[config.mk]
export PLATFORM = sky130hd
export DESIGN_NAME = hazard_ctrl
export DESIGN_NICKNAME = d
export VERILOG_FILES = /design/src/rtl/hazard_ctrl_pkg.sv /design/src/rtl/hazard_ctrl_sat_counter.sv /design/src/rtl/hazard_ctrl.sv
export SDC_FILE = /design/constraint.sdc
export NUM_CORES = 1
export LEC_CHECK = 0
export CORE_MARGIN = 2
export CORE_UTILIZATION = 40
export DETAILED_ROUTE_END_ITERATION = 8
export GPL_ROUTABILITY_DRIVEN = 0
export PLACE_DENSITY = 0.67
export SETUP_SLACK_MARGIN = 0.15
export SLEW_MARGIN = 10
export SYNTH_ARGS = -nofsm -noshare
export SYNTH_HDL_FRONTEND = slang
export SYNTH_SLANG_ARGS = --single-unit
[constraint.sdc]
create_clock -name clk_i -period 2.2 [get_ports clk_i]
set_input_delay 0.22 -clock clk_i [delete_from_list [all_inputs] [get_ports clk_i]]
set_output_delay 0.22 -clock clk_i [all_outputs]
set_load 0.01 [all_outputs]
[src/rtl/hazard_ctrl_pkg.sv]
// Shared pipeline definitions for the hazard/stall controller: register index width,
// the zero register, FSM state encoding and the load-use detect helper.
package hazard_ctrl_pkg;

    localparam int unsigned REG_W = 5;
    localparam logic [REG_W-1:0] REG_ZERO = 5'd0;

    typedef enum logic {
        ST_RUN    = 1'b0,
        ST_FROZEN = 1'b1
    } state_e;

    typedef enum logic [1:0] {
        SEL_NORMAL  = 2'd0,
        SEL_FLUSH   = 2'd1,
        SEL_LOADUSE = 2'd2,
        SEL_FREEZE  = 2'd3
    } sel_e;

    // A load writing r0 never creates a dependency.
    function automatic logic load_use(
        input logic             memread,
        input logic [REG_W-1:0] load_rt,
        input logic [REG_W-1:0] rs,
        input logic [REG_W-1:0] rt,
        input logic             uses_rt
    );
        return memread && (load_rt != REG_ZERO) &&
               ((load_rt == rs) || (uses_rt && (load_rt == rt)));
    endfunction

endpackage

[src/rtl/hazard_ctrl_sat_counter.sv]
// Saturating up-counter with synchronous clear; holds at all-ones instead of wrapping.
module sat_counter #(
    parameter int unsigned W = 16
) (
    input  logic         clk_i,
    input  logic         rst_i,
    input  logic         en_i,
    output logic [W-1:0] cnt_o
);

    always_ff @(posedge clk_i) begin
        if (rst_i) begin
            cnt_o <= '0;
        end else if (en_i && (cnt_o != {W{1'b1}})) begin
            cnt_o <= cnt_o + W'(1);
        end
    end

endmodule

[src/rtl/hazard_ctrl.sv]
// Pipeline hazard/stall controller: load-use stalls, ID branch flushes, data-memory freeze,
// saturating event counters and a sticky freeze watchdog.
module hazard_ctrl
    import hazard_ctrl_pkg::*;
#(
    parameter int unsigned CNT_W      = 16,
    parameter int unsigned MAX_FREEZE = 64
) (
    input  logic             clk_i,
    input  logic             rst_i,
    input  logic [4:0]       ifid_rs_i,
    input  logic [4:0]       ifid_rt_i,
    input  logic             ifid_uses_rt_i,
    input  logic             idex_memread_i,
    input  logic [4:0]       idex_rt_i,
    input  logic             branch_taken_i,
    input  logic             dmem_stall_i,
    output logic             pc_write_o,
    output logic             ifid_write_o,
    output logic             ifid_flush_o,
    output logic             idex_bubble_o,
    output logic             freeze_o,
    output logic [CNT_W-1:0] lu_cnt_o,
    output logic [CNT_W-1:0] flush_cnt_o,
    output logic [CNT_W-1:0] freeze_cnt_o,
    output logic             timeout_o
);

    localparam int unsigned RLW = $clog2(MAX_FREEZE + 1);

    state_e         state_q;
    logic [RLW-1:0] run_len_q;
    logic [RLW-1:0] run_len_nx;
    sel_e           sel;
    logic           lu;

    // Case selection: freeze > load-use > branch flush > normal.
    always_comb begin
        lu  = load_use(idex_memread_i, idex_rt_i, ifid_rs_i, ifid_rt_i, ifid_uses_rt_i);
        sel = SEL_NORMAL;
        if (dmem_stall_i)        sel = SEL_FREEZE;
        else if (lu)             sel = SEL_LOADUSE;
        else if (branch_taken_i) sel = SEL_FLUSH;
    end

    always_comb begin
        pc_write_o    = 1'b1;
        ifid_write_o  = 1'b1;
        ifid_flush_o  = 1'b0;
        idex_bubble_o = 1'b0;
        freeze_o      = 1'b0;
        if (rst_i) begin
            pc_write_o    = 1'b0;
            ifid_write_o  = 1'b0;
            ifid_flush_o  = 1'b1;
            idex_bubble_o = 1'b1;
        end else begin
            case (sel)
                SEL_FREEZE: begin
                    pc_write_o   = 1'b0;
                    ifid_write_o = 1'b0;
                    freeze_o     = 1'b1;
                end
                SEL_LOADUSE: begin
                    pc_write_o    = 1'b0;
                    ifid_write_o  = 1'b0;
                    idex_bubble_o = 1'b1;
                end
                SEL_FLUSH:  ifid_flush_o = 1'b1;
                default:    ;
            endcase
        end
    end

    // Consecutive frozen-cycle length, held at MAX_FREEZE once reached.
    always_comb begin
        run_len_nx = '0;
        if (dmem_stall_i) begin
            if (state_q == ST_RUN)                  run_len_nx = RLW'(1);
            else if (run_len_q != RLW'(MAX_FREEZE)) run_len_nx = run_len_q + RLW'(1);
            else                                    run_len_nx = run_len_q;
        end
    end

    always_ff @(posedge clk_i) begin
        if (rst_i) begin
            state_q   <= ST_RUN;
            run_len_q <= '0;
            timeout_o <= 1'b0;
        end else begin
            state_q   <= dmem_stall_i ? ST_FROZEN : ST_RUN;
            run_len_q <= run_len_nx;
            if (dmem_stall_i && (run_len_nx == RLW'(MAX_FREEZE))) begin
                timeout_o <= 1'b1;
            end
        end
    end

    sat_counter #(.W(CNT_W)) u_lu_cnt (
        .clk_i (clk_i),
        .rst_i (rst_i),
        .en_i  (sel == SEL_LOADUSE),
        .cnt_o (lu_cnt_o)
    );

    sat_counter #(.W(CNT_W)) u_flush_cnt (
        .clk_i (clk_i),
        .rst_i (rst_i),
        .en_i  (sel == SEL_FLUSH),
        .cnt_o (flush_cnt_o)
    );

    sat_counter #(.W(CNT_W)) u_freeze_cnt (
        .clk_i (clk_i),
        .rst_i (rst_i),
        .en_i  (sel == SEL_FREEZE),
        .cnt_o (freeze_cnt_o)
    );

endmodule

## Word level (Yosys, flattened, before mapping)

Cells that the tools add are included.
Widths: inputs -> output; s select.

- Register bits after elaboration: 57
- Bits of input ports: 21
- Output and inout port bits: 54

- Add/subtract/negate cells: 4
- Equality and inequality tests: 10
- Mux-type cells: 15
- Reduce and logical (&&, ||, !) cells: 10

Operators by type and width:

| operator | number |
|---|---|
| $add 16x1->16 const B | 3 |
| $ne 16x16->1 const B | 3 |
| $mux 7 | 3 |
| $eq 5x5->1 | 2 |
| $mux 1 | 10 |
| $add 7x1->7 const B | 1 |
| $eq 7x7->1 const B | 1 |
| $logic_and 1x1->1 | 7 |
| $ne 7x7->1 const B | 1 |
| $reduce_bool 5->1 | 1 |
| $eq 2x2->1 const B | 2 |
| $mux 2 | 2 |
| $eq 2x1->1 const B | 1 |
| $reduce_or 2->1 | 1 |
| $logic_or 1x1->1 | 1 |

## Depth between registers and ports, before layout

Gate-level depths: netlist (run 1).

- Depth after elaboration: 10
- Gate-level depth with buffers: 9
- Gate-level depth less buffers: 7

## Cells and area by module

From an unflattened synthesis (run 1), not the netlist that was laid out.

- Cell total of the unflattened synthesis: 376
- Area total of the unflattened synthesis: 3,216.8 µm²

By module, submodules not included:

| module | instances | cells an instance | area an instance (µm²) | seq. area each (µm²) |
|---|---|---|---|---|
| sat_counter | 3 | 99 | 848.3 | 320.3 |
| hazard_ctrl | 1 | 79 | 671.9 | 180.2 |

## Least setup slack after synthesis (run 1)

OpenSTA, ideal clock, no wires.

- Kind: input-to-output
- Start: in idex_rt_i[1]
- End: out pc_write_o
- Data arrival time: 1.964 ns
- Data required time: 1.980 ns
- Setup slack: 0.016 ns
- Stages: 7
- Path buffers: 3
- Path through: or4_1 o21ai_2 nor2_2 buf_2 clkbuf_1 nor3_1 buf_4

- Cells in the longest elaborated chain, start to end: 10
- Elaborated cells on any way between the ends: 14

Ends and longest elaborated chain:

| what | RTL line | RTL |
|---|---|---|
| from (decl) | hazard_ctrl.sv:15 | `input logic [4:0] idex_rt_i,` |
| $eq 5x5->1 | hazard_ctrl_pkg.sv:29 | `((load_rt == rs) \|\| (uses_rt && (load_rt == rt)));` |
| $logic_and 1x1->1 | hazard_ctrl_pkg.sv:29 |  |
| $logic_or 1x1->1 | hazard_ctrl_pkg.sv:29 |  |
| $logic_and 1x1->1 * | hazard_ctrl_pkg.sv:28 | `return memread && (load_rt != REG_ZERO) &&` |
| $mux 2 * | hazard_ctrl.sv:42 | `else if (lu) sel = SEL_LOADUSE;` |
| $mux 2 * | hazard_ctrl.sv:41 | `if (dmem_stall_i) sel = SEL_FREEZE;` |
| $eq 2x2->1 | n/a |  |
| $reduce_or 2->1 (no source line) * | n/a |  |
| $mux 1 * (2 in series) | n/a |  |
| to (decl) | hazard_ctrl.sv:18 | `output logic pc_write_o,` |

Every way passes the cells marked *; elsewhere a longest branch is shown, timed or not.

## Final worst setup path (run 1)

- Start: in dmem_stall_i
- End: out freeze_o

- Cells in the longest elaborated chain, start to end: 4

Ends and longest elaborated chain:

| what | RTL line | RTL |
|---|---|---|
| from (decl) | hazard_ctrl.sv:17 | `input logic dmem_stall_i,` |
| $mux 2 | hazard_ctrl.sv:41 |  |
| $eq 2x2->1 | hazard_ctrl.sv:58 | `case (sel)` |
| $mux 1 | hazard_ctrl.sv:58 |  |
| $mux 1 | hazard_ctrl.sv:52 | `if (rst_i) begin` |
| to (decl) | hazard_ctrl.sv:22 | `output logic freeze_o,` |

No other way between the ends.

==> flow_summary.ini, run 1 <==
[route]
via_per_inst = 5.430
dr_total_vias = 3041
drtPass1Iterations = 4
wirelength_um = 8090
final_antenna_net_count = 0
dr.first_iter.drc_count = 114
wl_per_cell_um = 14.45
drc = 0

[logic_synthesis]
synth_cell_types = 45
syn-instance-count = 355
ys_warn_count = 0
avgSynthCellArea_um2 = 8.297
ys_seq_area_share_pct = 38.74
synth-async-reset-ratio_pct = 0
synth-edff-count = 0
synth_ff_type = dfxtp_1
syn_nets = 381
synth_area_um2 = 2945
ys_seq_elements = 57

[hold_path]
hold_start = rst_i
min_path_cells = 2
min_path_type = primary input to flop

[setup_path]
path_cells = clkdlybuf4s50_1 -> buf_4 -> nor2b_1 -> clkdlybuf4s50_1
worst_path_largest_cell_delay_ps = 600
startpoint = dmem_stall_i
crit_path_max_fanout = 9
worstSetupPathType = primary input to output pin
timing.rr.start = u_lu_cnt.cnt_o[0]$_SDFFE_PP0P_
ff2ff_path_depth = 8
critPathLaunchType = primary input
required_ps = 1980
crit_slowest_cell = clkdlybuf4s50_1
timing.critical_path.to_type = output pin
cp.arrival_ps = 1850
path_common_cell = clkdlybuf4s50_1

[sta]
whs_ps = 261.3
setup-violations-final = 0
finalWorstSetupSlack_ps = 135.0
post-route-period-util_pct = 93.86
finalHoldViolCount = 0
rsz0062_at_grt = true
skew_ps = 10.82
slew_violations = 0
worstMarginPinSlew_ps = 456.6
fmax_ghz = 0.4843
period_minus_slack_ps = 2065
relSlewSlack_pct = 69.56

[clock_tree]
tritoncts = yes
ctsHoldBuffers = 0
htree_levels = 3
ctsRootBufferMaster = clkbuf_8
clk_latency_ps = 330
clock-sinks = 57
numCtsBuffers = 9
clk_pin_slew_ps = 70
cts.path.max_buffers = 2

[final_layout]
final_nets = 482
drive_above_1_share_pct = 15.18
postLayoutCoreUtil_pct = 58.95
fill_cells = 664
area_growth_pct = 43.63
antenna_cells = 0

[grt]
overflow = 0
track_usage_pct = 20.05
grt_pass1_wl_um = 13390
grt_pass1_vias = 2919
grt_start_max_net_pins = 31
antenna_found_initial = 0

[place]
dpl.hpwl_um = 5667
dp_slack_ps = -364.6
io_buffers = 74

[floorplan]
start_util_pct = 41.05
die_x_um = 89.81
io_pins = 75
rows = 31
dieArea_um2 = 8066
die_h_um = 89.81
core_um2 = 7176

[power]
p_leak_nw = 1.533
pwr_density_cell_nw_per_um2 = 514.4
total_power_w = 0.002176
vdd_drop_max_mv = 0.2645

[outcome]
run_status = finished, final reports clean

[job]
cap_violations = 0
-- timing repair --
action	in CTS	in global routing
pin swaps	6	2
setup buffers	4	1
gates resized for setup	33	7
gates cloned	0	1
setup endpoints to repair	14	24
-- per-stage QoR --
stage	cell area, um^2	TNS (ps)	instances
floorplan	2958	0	355
global placement	3956	-5412	538
detailed placement	3956	-7007	538
CTS	4202	0	558
global route	4230	0	560
finish	4230	0	560
-- flip-flops by register name, summed over array words and instances, names as in the netlist --
register	cells
u_freeze_cnt.cnt_o	16
run_len_q	7
u_lu_cnt.cnt_o	16
u_flush_cnt.cnt_o	16
timeout_o	1
state_q	1
-- worst max-delay path: cells and delay by family --
| family | cells | cell delay, ps |
|---|---|---|
| buffers and inverters | 3 | 1290 |
| AND/OR/NAND/NOR | 1 | 320 |
-- path summary, 6_finish.rpt --
check | slack, ps | to
setup / recovery | 130 | freeze_o
hold reg to reg | 490 | timeout_o$_SDFFE_PP0P_
setup reg to reg | 170 | u_lu_cnt.cnt_o[7]$_SDFFE_PP0P_
hold / removal | 260 | u_flush_cnt.cnt_o[5]$_SDFFE_PP0P_
-- Yosys cell counts, types with 2 or more instances --
cell	number	area share, %
o21ai_0	20	3.4
nor2b_1	5	1.1
o211ai_1	2	0.51
dfxtp_1	57	39
ha_1	5	2.1
mux2i_1	2	0.68
nor3_1	9	1.5
clkbuf_1	10	1.3
nor2_1	28	3.6
nand4_1	16	3.4
and4_1	4	1.2
xor2_1	19	5.6
nor4_2	2	0.85
or3_1	16	3.4
xnor2_1	9	2.7
a21o_1	2	0.51
or4_1	9	2.3
and3_1	16	3.4
a31o_2	5	1.5
o31ai_1	8	2.0
nand2_1	19	2.4
buf_2	4	0.68
nand3_1	25	4.2
inv_1	10	1.3
a21oi_1	33	5.6
-- power by group --
group / total [W] / switching [W] / leakage, nW / internal, W
clock network: 0.000943 / 0.000427 / 0.0998 / 0.000517
registers: 0.00105 / 0.0000125 / 0.461 / 0.00104
logic: 0.000180 / 0.0000899 / 0.973 / 0.0000902
total: 0.00218 / 0.000529 / 1.53 / 0.00165
-- metal layers --
metal	global-route usage (%)	vias to the layer above	part of all wire, %
met1	24.75	1438	45
met3	4.694	14	4.7
met5	0	-	0
met4	8.974	0	2.1
li1	-	1514	-
met2	33.40	75	48
-- final cells by class --
type	count	area, um^2	area share [%]
timing repair buffer	106	991.0	23.42
sequential	57	1142	27.00
inverter	10	37.54	0.8873
tap	99	123.9	2.928
clock buffer	10	127.6	3.017
clock inverter	6	58.81	1.390
multi-input combinational	272	1749	41.35
-- cell families (layout without fill, tap and decap cells) --
family,after synthesis,in the layout,synth area share (%)
AO/OA/AOI/OAI,80,80,16.61
XOR/XNOR,28,28,8.326
adder cells (fa/ha/maj),5,5,2.124
buffers and inverters,26,132,3.611
flip-flops,57,57,38.74
multiplexers,3,3,1.062
AND/OR/NAND/NOR,156,156,29.52
-- placed cells by master, fill, tap and decap left out, types with 19 or more instances in the layout --
master,synthesis,layout
xor2_1,19,19
o21ai_0,20,19
dfxtp_1,57,56
a21oi_1,33,33
buf_4,1,26
clkdlybuf4s50_1,0,61
nand3_1,25,24
nand2_1,19,19
nor2_1,28,28
Note: power is estimated with default switching activity, not from simulation.
==> run 2: changes to the inputs <==
ABC_CLOCK_PERIOD_IN_PS = 2200   (was unset)
==> results of run 2 <==
Final layout, timing and power as in run 1 (identical DEF).
